File: src/rtl/jk_bank_seq_if.sv
// Command/feedback bundle between a controller and the JK bank sequencer.
// Latency: n/a (wires only).
// Backpressure: cmd_valid/cmd_ready handshake; cmd_ready is high only when the sequencer is idle.
// Signals: cmd_* command channel, abort, q_in bank feedback, j_out/k_out bank drive,
//          busy/done/wrap/aborted status.
interface jk_bank_seq_if #(
    parameter int WIDTH = 4
);
    logic             cmd_valid;
    logic             cmd_ready;
    logic [2:0]       cmd_op;
    logic [WIDTH-1:0] cmd_data;
    logic [7:0]       cmd_steps;
    logic             abort;
    logic [WIDTH-1:0] q_in;
    logic [WIDTH-1:0] j_out;
    logic [WIDTH-1:0] k_out;
    logic             busy;
    logic             done;
    logic             wrap;
    logic             aborted;

    modport master (
        output cmd_valid, cmd_op, cmd_data, cmd_steps, abort, q_in,
        input  cmd_ready, j_out, k_out, busy, done, wrap, aborted
    );

    modport slave (
        input  cmd_valid, cmd_op, cmd_data, cmd_steps, abort, q_in,
        output cmd_ready, j_out, k_out, busy, done, wrap, aborted
    );
endinterface

File: src/rtl/jk_bank_seq.sv
// Sequencer driving per-bit J/K of a JK flop bank for a programmed number of cycles.
// Latency: accept at E0, bank steps at E1..ES, done in the cycle after ES; occupancy S+1 cycles (1 for S=0).
// Backpressure: cmd_ready only in IDLE; commands offered while busy are dropped, not queued.
// Ports: clk, reset_n (async active-low), sif (slave modport of jk_bank_seq_if; its WIDTH must match).
module jk_bank_seq #(
    parameter int WIDTH = 4
) (
    input  logic         clk,
    input  logic         reset_n,
    jk_bank_seq_if.slave sif
);
    localparam logic [2:0] OP_UP   = 3'b001;
    localparam logic [2:0] OP_DOWN = 3'b010;
    localparam logic [2:0] OP_LOAD = 3'b011;
    localparam logic [2:0] OP_CLR  = 3'b100;
    localparam logic [2:0] OP_INV  = 3'b101;
    localparam logic [2:0] OP_SHL  = 3'b110;

    typedef enum logic [1:0] {S_IDLE, S_RUN, S_DONE} state_t;

    state_t           state_q, state_d;
    logic [2:0]       op_q;
    logic [WIDTH-1:0] data_q;
    logic [7:0]       step_cnt_q, step_cnt_d;
    logic             wrap_q, wrap_d;
    logic             aborted_q, aborted_d;

    logic             accept;
    logic             run_act;
    logic             wrap_hit;
    logic [WIDTH-1:0] tgl_up, tgl_dn, shl_nxt;
    logic [WIDTH-1:0] j_raw, k_raw;

    // ---------------- state register ----------------
    always_ff @(posedge clk or negedge reset_n) begin
        if (!reset_n) state_q <= S_IDLE;
        else          state_q <= state_d;
    end

    // ---------------- next-state logic ----------------
    always_comb begin
        state_d = state_q;
        case (state_q)
            S_IDLE: if (sif.cmd_valid) state_d = (sif.cmd_steps == 8'd0) ? S_DONE : S_RUN;
            S_RUN:  if (sif.abort || step_cnt_q == 8'd1) state_d = S_DONE;
            S_DONE: state_d = S_IDLE;
            default: state_d = S_IDLE;
        endcase
    end

    // ---------------- output logic ----------------
    always_comb begin
        sif.cmd_ready = (state_q == S_IDLE) && reset_n;
        sif.busy      = (state_q != S_IDLE);
        sif.done      = (state_q == S_DONE);
        // Abort kills the drive in the same cycle so the bank does not step on that edge.
        run_act       = (state_q == S_RUN) && !sif.abort;
        sif.wrap      = wrap_q && sif.done;
        sif.aborted   = aborted_q && sif.done;
        sif.j_out     = run_act ? j_raw : '0;
        sif.k_out     = run_act ? k_raw : '0;
    end

    assign accept = (state_q == S_IDLE) && sif.cmd_valid;

    // ---------------- J/K encoding from latched op/data and live Q ----------------
    always_comb begin
        logic cu, cd;
        cu     = 1'b1;
        cd     = 1'b1;
        tgl_up = '0;
        tgl_dn = '0;
        // Ripple-carry/borrow masks: bit i toggles when all lower bits are 1 (up) or 0 (down).
        for (int i = 0; i < WIDTH; i++) begin
            tgl_up[i] = cu;
            tgl_dn[i] = cd;
            cu        = cu & sif.q_in[i];
            cd        = cd & ~sif.q_in[i];
        end
        shl_nxt = {sif.q_in[WIDTH-2:0], data_q[0]};
        j_raw   = '0;
        k_raw   = '0;
        case (op_q)
            OP_UP:   begin j_raw = tgl_up;  k_raw = tgl_up;   end
            OP_DOWN: begin j_raw = tgl_dn;  k_raw = tgl_dn;   end
            OP_LOAD: begin j_raw = data_q;  k_raw = ~data_q;  end
            OP_CLR:  begin j_raw = '0;      k_raw = '1;       end
            OP_INV:  begin j_raw = '1;      k_raw = '1;       end
            OP_SHL:  begin j_raw = shl_nxt; k_raw = ~shl_nxt; end
            default: begin j_raw = '0;      k_raw = '0;       end
        endcase
    end

    assign wrap_hit = ((op_q == OP_UP) && (&sif.q_in)) || ((op_q == OP_DOWN) && ~(|sif.q_in));

    // ---------------- datapath next state ----------------
    always_comb begin
        step_cnt_d = step_cnt_q;
        wrap_d     = wrap_q;
        aborted_d  = aborted_q;
        if (accept) begin
            step_cnt_d = sif.cmd_steps;
            wrap_d     = 1'b0;
            aborted_d  = 1'b0;
        end else if (state_q == S_RUN) begin
            step_cnt_d = step_cnt_q - 8'd1;
            if (sif.abort)    aborted_d = 1'b1;
            else if (wrap_hit) wrap_d   = 1'b1;
        end
    end

    always_ff @(posedge clk or negedge reset_n) begin
        if (!reset_n) begin
            op_q       <= 3'b000;
            data_q     <= '0;
            step_cnt_q <= 8'd0;
            wrap_q     <= 1'b0;
            aborted_q  <= 1'b0;
        end else begin
            if (accept) begin
                op_q   <= sif.cmd_op;
                data_q <= sif.cmd_data;
            end
            step_cnt_q <= step_cnt_d;
            wrap_q     <= wrap_d;
            aborted_q  <= aborted_d;
        end
    end
endmodule
File: src/flat_wrapper.sv
// flat-port wrapper written by rule: the top's interface ports become plain ports
module jk_bank_seq_flat 
#(
    parameter int WIDTH = 4
)
  (clk, reset_n, sif_cmd_valid, sif_cmd_op, sif_cmd_data, sif_cmd_steps, sif_abort, sif_q_in, sif_cmd_ready, sif_j_out, sif_k_out, sif_busy, sif_done, sif_wrap, sif_aborted);
  jk_bank_seq_if #(.WIDTH(WIDTH)) sif_i ();
  input  logic clk;
  input  logic reset_n;
  input wire logic [$bits(sif_i.cmd_valid)-1:0] sif_cmd_valid;
  input wire logic [$bits(sif_i.cmd_op)-1:0] sif_cmd_op;
  input wire logic [$bits(sif_i.cmd_data)-1:0] sif_cmd_data;
  input wire logic [$bits(sif_i.cmd_steps)-1:0] sif_cmd_steps;
  input wire logic [$bits(sif_i.abort)-1:0] sif_abort;
  input wire logic [$bits(sif_i.q_in)-1:0] sif_q_in;
  output wire logic [$bits(sif_i.cmd_ready)-1:0] sif_cmd_ready;
  output wire logic [$bits(sif_i.j_out)-1:0] sif_j_out;
  output wire logic [$bits(sif_i.k_out)-1:0] sif_k_out;
  output wire logic [$bits(sif_i.busy)-1:0] sif_busy;
  output wire logic [$bits(sif_i.done)-1:0] sif_done;
  output wire logic [$bits(sif_i.wrap)-1:0] sif_wrap;
  output wire logic [$bits(sif_i.aborted)-1:0] sif_aborted;
  assign sif_i.cmd_valid = sif_cmd_valid;
  assign sif_i.cmd_op = sif_cmd_op;
  assign sif_i.cmd_data = sif_cmd_data;
  assign sif_i.cmd_steps = sif_cmd_steps;
  assign sif_i.abort = sif_abort;
  assign sif_i.q_in = sif_q_in;
  assign sif_cmd_ready = sif_i.cmd_ready;
  assign sif_j_out = sif_i.j_out;
  assign sif_k_out = sif_i.k_out;
  assign sif_busy = sif_i.busy;
  assign sif_done = sif_i.done;
  assign sif_wrap = sif_i.wrap;
  assign sif_aborted = sif_i.aborted;
  jk_bank_seq #(.WIDTH(WIDTH)) u_core (.clk(clk), .reset_n(reset_n), .sif(sif_i));
endmodule
File: config.mk
export PLATFORM = sky130hd
export DESIGN_NAME = jk_bank_seq_flat
export DESIGN_NICKNAME = d
export VERILOG_FILES = /design/src/rtl/jk_bank_seq_if.sv /design/src/rtl/jk_bank_seq.sv /design/src/flat_wrapper.sv
export SDC_FILE = /design/constraint.sdc
export NUM_CORES = 1
export LEC_CHECK = 0
export CAP_MARGIN = 20
export CORE_ASPECT_RATIO = 0.75
export CORE_UTILIZATION = 55
export CTS_CLUSTER_DIAMETER = 60
export CTS_CLUSTER_SIZE = 16
export DETAILED_ROUTE_END_ITERATION = 8
export DONT_BUFFER_PORTS = 1
export GPL_TIMING_DRIVEN = 0
export PLACE_DENSITY_LB_ADDON = 0.3
export SLEW_MARGIN = 20
export SYNTH_ARGS = -nofsm -noshare
export SYNTH_HDL_FRONTEND = slang
export SYNTH_SLANG_ARGS = --single-unit
File: constraint.sdc
create_clock -name clk -period 4 [get_ports clk]
set_clock_uncertainty 0.15 [all_clocks]
set_input_delay 0.8 -clock clk [delete_from_list [all_inputs] [get_ports clk]]
set_output_delay 0.8 -clock clk [all_outputs]
set_load 0.05 [all_outputs]
== After elaboration in Yosys (flattened, before gate mapping) ==
Cells that the tools add are included.

* Output and inout port bits: 13
* Input port bits: 23
* Logic and storage cells: 68
* Bits in registers: 19

* Reductions and logical operators: 22
* Add/sub/neg operators: 1
* Multiplexer cells: 17
* Equal/unequal tests: 12
* Bitwise gates (word level): 10

{| class="wikitable"
|+ Operators by type and width
! kind !! number
|-
| $pmux W4 S5 || 2
|-
| $mux W8 || 2
|-
| $eq A3 B3 Y1 const B || 3
|-
| $eq A8 B1 Y1 const B || 1
|-
| $logic_not A8 Y1 || 1
|-
| $mux W4 || 2
|-
| $not A4 Y4 || 2
|-
| $reduce_bool A2 Y1 || 4
|-
| $sub A8 B1 Y8 const B || 1
|-
| $logic_and A1 B1 Y1 || 7
|-
| $mux W1 || 7
|-
| $eq A3 B2 Y1 const B || 2
|-
| $mux W2 || 3
|-
| $and A1 B1 Y1 || 4
|-
| $ne A2 B1 Y1 const B || 2
|-
| $not A1 Y1 || 4
|-
| $pmux W2 S2 || 1
|-
| $reduce_and A2 Y1 || 2
|-
| $reduce_and A4 Y1 || 1
|-
| $reduce_or A4 Y1 || 1
|-
| $eq A3 B1 Y1 const B || 1
|-
| $reduce_and A3 Y1 || 1
|-
| $eq A2 B1 Y1 const B || 1
|-
| $eq A2 B2 Y1 const B || 1
|-
| other kinds (5) || 6
|}

== Depth between registers and ports, before layout ==
* Depth after elaboration: 8
* Depth in mapped cells: 6
* Gate-level depth less buffers: 5

== Worst setup path after synthesis ==
Ideal clock, no wire load.

* Path kind: in2out
* From: in sif_abort
* To: out sif_k_out[0]
* Buffers on the path: 1
* Required time: 3.050 ns
* Path slack: 0.592 ns
* Arrival: 2.458 ns
* Cell stages on the path: 3
* Cells stage by stage: or3b_1 > buf_6 > a211oi_1

* Longest elaborated chain between the ends: 3

{| class="wikitable"
|+ RTL lines
! item !! line !! RTL
|-
| start, declared || flat_wrapper.sv:14 || <nowiki>input wire logic [$bits(sif_i.abort)-1:0] sif_abort;</nowiki>
|-
| $logic_not A1 Y1 || jk_bank_seq.sv:57 || <nowiki>run_act = (state_q == S_RUN) && !sif.abort;</nowiki>
|-
| $logic_and A1 B1 Y1 || jk_bank_seq.sv:57 ||
|-
| $mux W4 || jk_bank_seq.sv:61 || <nowiki>sif.k_out = run_act ? k_raw : '0;</nowiki>
|-
| end, declared || flat_wrapper.sv:18 || <nowiki>output wire logic [$bits(sif_i.k_out)-1:0] sif_k_out;</nowiki>
|}

No other way between the ends.

== Worst setup path in the final report ==
* From: reg u_core.state_q[1]
* To: out sif_j_out[2]

* Longest elaborated chain between the ends: 3

{| class="wikitable"
|+ RTL lines
! item !! line !! RTL
|-
| start, declared || jk_bank_seq.sv:21 || <nowiki>state_t state_q, state_d;</nowiki>
|-
| start signal, assigned || jk_bank_seq.sv:37 || <nowiki>else state_q <= state_d;</nowiki>
|-
| $eq A2 B1 Y1 || jk_bank_seq.sv:57 ||
|-
| $logic_and A1 B1 Y1 || jk_bank_seq.sv:57 ||
|-
| $mux W4 || jk_bank_seq.sv:60 || <nowiki>sif.j_out = run_act ? j_raw : '0;</nowiki>
|-
| end, declared || flat_wrapper.sv:17 || <nowiki>output wire logic [$bits(sif_i.j_out)-1:0] sif_j_out;</nowiki>
|}

No other way between the ends.

==> impl_metrics.tcl <==
set metrics [dict create \
    ios 36 \
    netlist.area_leader.share_pct 36.2 \
    grtUsageTotal_pct 27.2 \
    setup_slack_ns 0.658 \
    grt_pass1_vias 1084 \
    overflow 0 \
    wl_per_cell_um 16.8 \
    required_ns 3.05 \
    core-area_mm2 0.00212 \
    dp_slack_ns 0.689 \
    synth_area_leaders "dfrtp_1 36%, nand2_1 8.3%, nor2_1 3.1%" \
    cap_violations 0 \
    fmax_mhz 299 \
    place_area_mm2 0.00136 \
    ant_nets 0 \
    p_sw_uw 610 \
    final_layout_size_suffix_gt1_share_pct 12.4 \
    critPathMaxStageDelay_ns 0.80 \
    synth_edf_count 0 \
    dieWidth_um 58.4 \
    hold_buffers 0 \
    synthArstFlopShare_pct 100 \
    mostFrequentLayoutCell "nand2_1" \
    layout_min_cycle_time_ns 3.34 \
    ys_warn_count 0 \
    ys_types 47 \
    ys_seq_elements 19 \
    firstDrtPassIters 4 \
    htree_levels 1 \
    detail_route.vias_per_cell 6.40 \
    relSlewSlack_pct 30.8 \
    drtIter0Drc 60 \
    path_class "reg2out" \
    multi_input_area_um2 767 \
    nFillCells 188 \
    routed_wirelength_mm 3.24 \
    maxSlewViolCount 0 \
    n_antenna_cell 0 \
    seq_area_um2 475 \
    clk_pin_slew_ns 0.11 \
    synthCells 156 \
    start_util_pct 61.9 \
    critical_path.endpoint_type "output pin" \
    fin_area_mm2 0.00140 \
    crit_path_max_fanout 8 \
    p_int_uw 558 \
    swShare_pct 52.2 \
    hold_viol 0 \
    tns_ns 0 \
    die_h_um 44.3 \
    grt_first_pass_wirelength_mm 5.13 \
    cts_tree "yes" \
    critPathArrivalTime_ns 2.39 \
    clockPowerShare_pct 8.5 \
    layout_common_cells "29 x nand2_1, 19 x dfrtp_1, 11 x nor2_1" \
    cts_buffers 3 \
    pwr-share-comb_pct 58.6 \
    place.gp.congestion 0.974 \
    netlist.top_cell.by_area "dfrtp_1" \
    irDropWorstVdd_uv 364 \
    powerDensity_mw_per_mm2 838 \
    cp_slowest_cell "a21oi_1" \
    vias 1235 \
    synth-main-ff-cell "dfrtp_1" \
    dieArea_mm2 0.00259 \
    post_cts_buffers 0 \
    status "finished, final reports clean" \
    leakage_uw 0.000607 \
    grt_setup_unrepaired "false" \
    grt_max_degree 21 \
    clk_latency_ns 0.31 \
    port_buffers 0 \
    p_seq_share_pct 32.9 \
    crit_start "u_core.state_q[1]$_DFFE_PN0P_" \
    fin_nets 187 \
    cts_resized 0 \
    min_period_over_period_pct 83.6 \
    setup.worst_path.start_class "register" \
    syn_area_mm2 0.00131 \
    cts_root_buffer "clkbuf_4" \
    syn_to_final_growth_pct 6.29 \
    finalSetupViolCount 0 \
    worst_hold_path_type "in2async" \
    antenna_found_initial 0 \
    hpwlAfterDp_mm 2.43 \
    clockBufferDepth 2 \
    remaining_drc_errors 0 \
    avgSynthCellArea_um2 8.41 \
    synth_nets 181 \
    worstReg2RegStart "u_core.state_q[1]$_DFFE_PN0P_" \
    crit_chain "or3b_1, buf_6, a31oi_4, o21ai_2, a21oi_1" \
    worst_pin_slew_ns 1.04 \
    seq_area_frac_synth_pct 36.2 \
    cts.sinks 19 \
    row_count 14 \
]
==> flip-flops by register name (all words and copies together), names as in the netlist <==
signal / cells
u_core.aborted_q: 1
u_core.data_q: 4
u_core.op_q: 3
u_core.state_q: 2
u_core.step_cnt_q: 8
u_core.wrap_q: 1
==> power groups by stage <==
| stage | clock [µW] | sequential, µW | combinational, µW |
|---|---|---|---|
| after floorplan | 0 | 359 | 568 |
| after global placement | 0 | 378 | 642 |
| after detailed placement | 0 | 387 | 674 |
| after CTS | 101 | 383 | 676 |
| after global routing | 109 | 398 | 747 |
| final | 99.6 | 385 | 684 |
==> final timing paths <==
kind | slack (ns) | depth (start not counted) | endpoint
worst max register to register | 2.20 | 6 | u_core.op_q[2]$_DFFE_PN0P_
worst min-delay path | 0.03 | 0 | u_core.step_cnt_q[6]$_DFFE_PN0P_
worst min register to register | 0.34 | 2 | u_core.wrap_q$_DFFE_PN0P_
worst max-delay path | 0.66 | 5 | sif_j_out[2]
min in group clk | 0.34 | 2 | u_core.wrap_q$_DFFE_PN0P_
max in group asynchronous | 2.65 | 1 | u_core.data_q[1]$_DFFE_PN0P_
==> cell families after synthesis <==
kind of cell	Yosys count	share of synthesized area, %
muxes	1	0.858
AOI/OAI and AO/OA	44	24.8
buffers and inverters	16	5.72
adders and majority gates	2	1.91
DFF	19	36.2
and+or+nand+nor	74	30.5
==> through the flow <==
| step | power, µW | hold WS, ns | std cells | utilization [%] |
|---|---|---|---|---|
| CTS | 1160 | 0.0107 | 192 | 65.3 |
| detailed placement | 1060 | 0.322 | 188 | 64.0 |
| global placement | 1020 | 0.315 | 188 | 63.8 |
| floorplan | 927 | 0.290 | 156 | - |
| finish | 1170 | 0.0270 | 193 | 65.8 |
| global route | 1250 | 0.000793 | 193 | 65.8 |
==> synthesized netlist by cell type, types with 2 or more instances <==
| cell | n |
|---|---|
| a21o_1 | 3 |
| o211ai_1 | 3 |
| nand3b_1 | 2 |
| or4_1 | 2 |
| nor2_1 | 11 |
| and2_1 | 2 |
| o21ai_1 | 4 |
| a211oi_1 | 2 |
| o21ai_0 | 4 |
| a21oi_1 | 8 |
| a221o_1 | 4 |
| o22ai_1 | 2 |
| buf_2 | 6 |
| nor2b_1 | 5 |
| nand3_1 | 3 |
| inv_1 | 6 |
| dfrtp_1 | 19 |
| a32oi_1 | 4 |
| or3b_1 | 2 |
| nand2b_1 | 4 |
| ha_1 | 2 |
| nor3_1 | 4 |
| clkbuf_1 | 2 |
| nand2_1 | 29 |
==> routing by layer <==
metal  GRT usage, %  share of wire (%)  vias to the layer above
met1           37.7                 43                      589
met3           8.19                 12                        2
li1               -                  -                      578
met5              0                  0                        -
met2           41.4                 45                       66
met4           9.05               0.40                        0
==> critical path: cells and delay by family (launching register included) <==
| family | cells | cell delay (ns) |
|---|---|---|
| compound gates | 3 | 1.04 |
| buf+inv | 1 | 0.15 |
| flops | 1 | 0.47 |
| simple gates | 1 | 0.42 |
==> area by class of cell <==
type	instances	area share, %
plain buffers	9	3.50
flip-flops and latches	19	34.1
repair buffers	1	0.717
well taps	32	2.87
inverters	7	1.88
clock inverters	1	0.359
clock buffers	3	1.61
multi-input cells	121	55.0
Power figures use the tool's default switching activity.
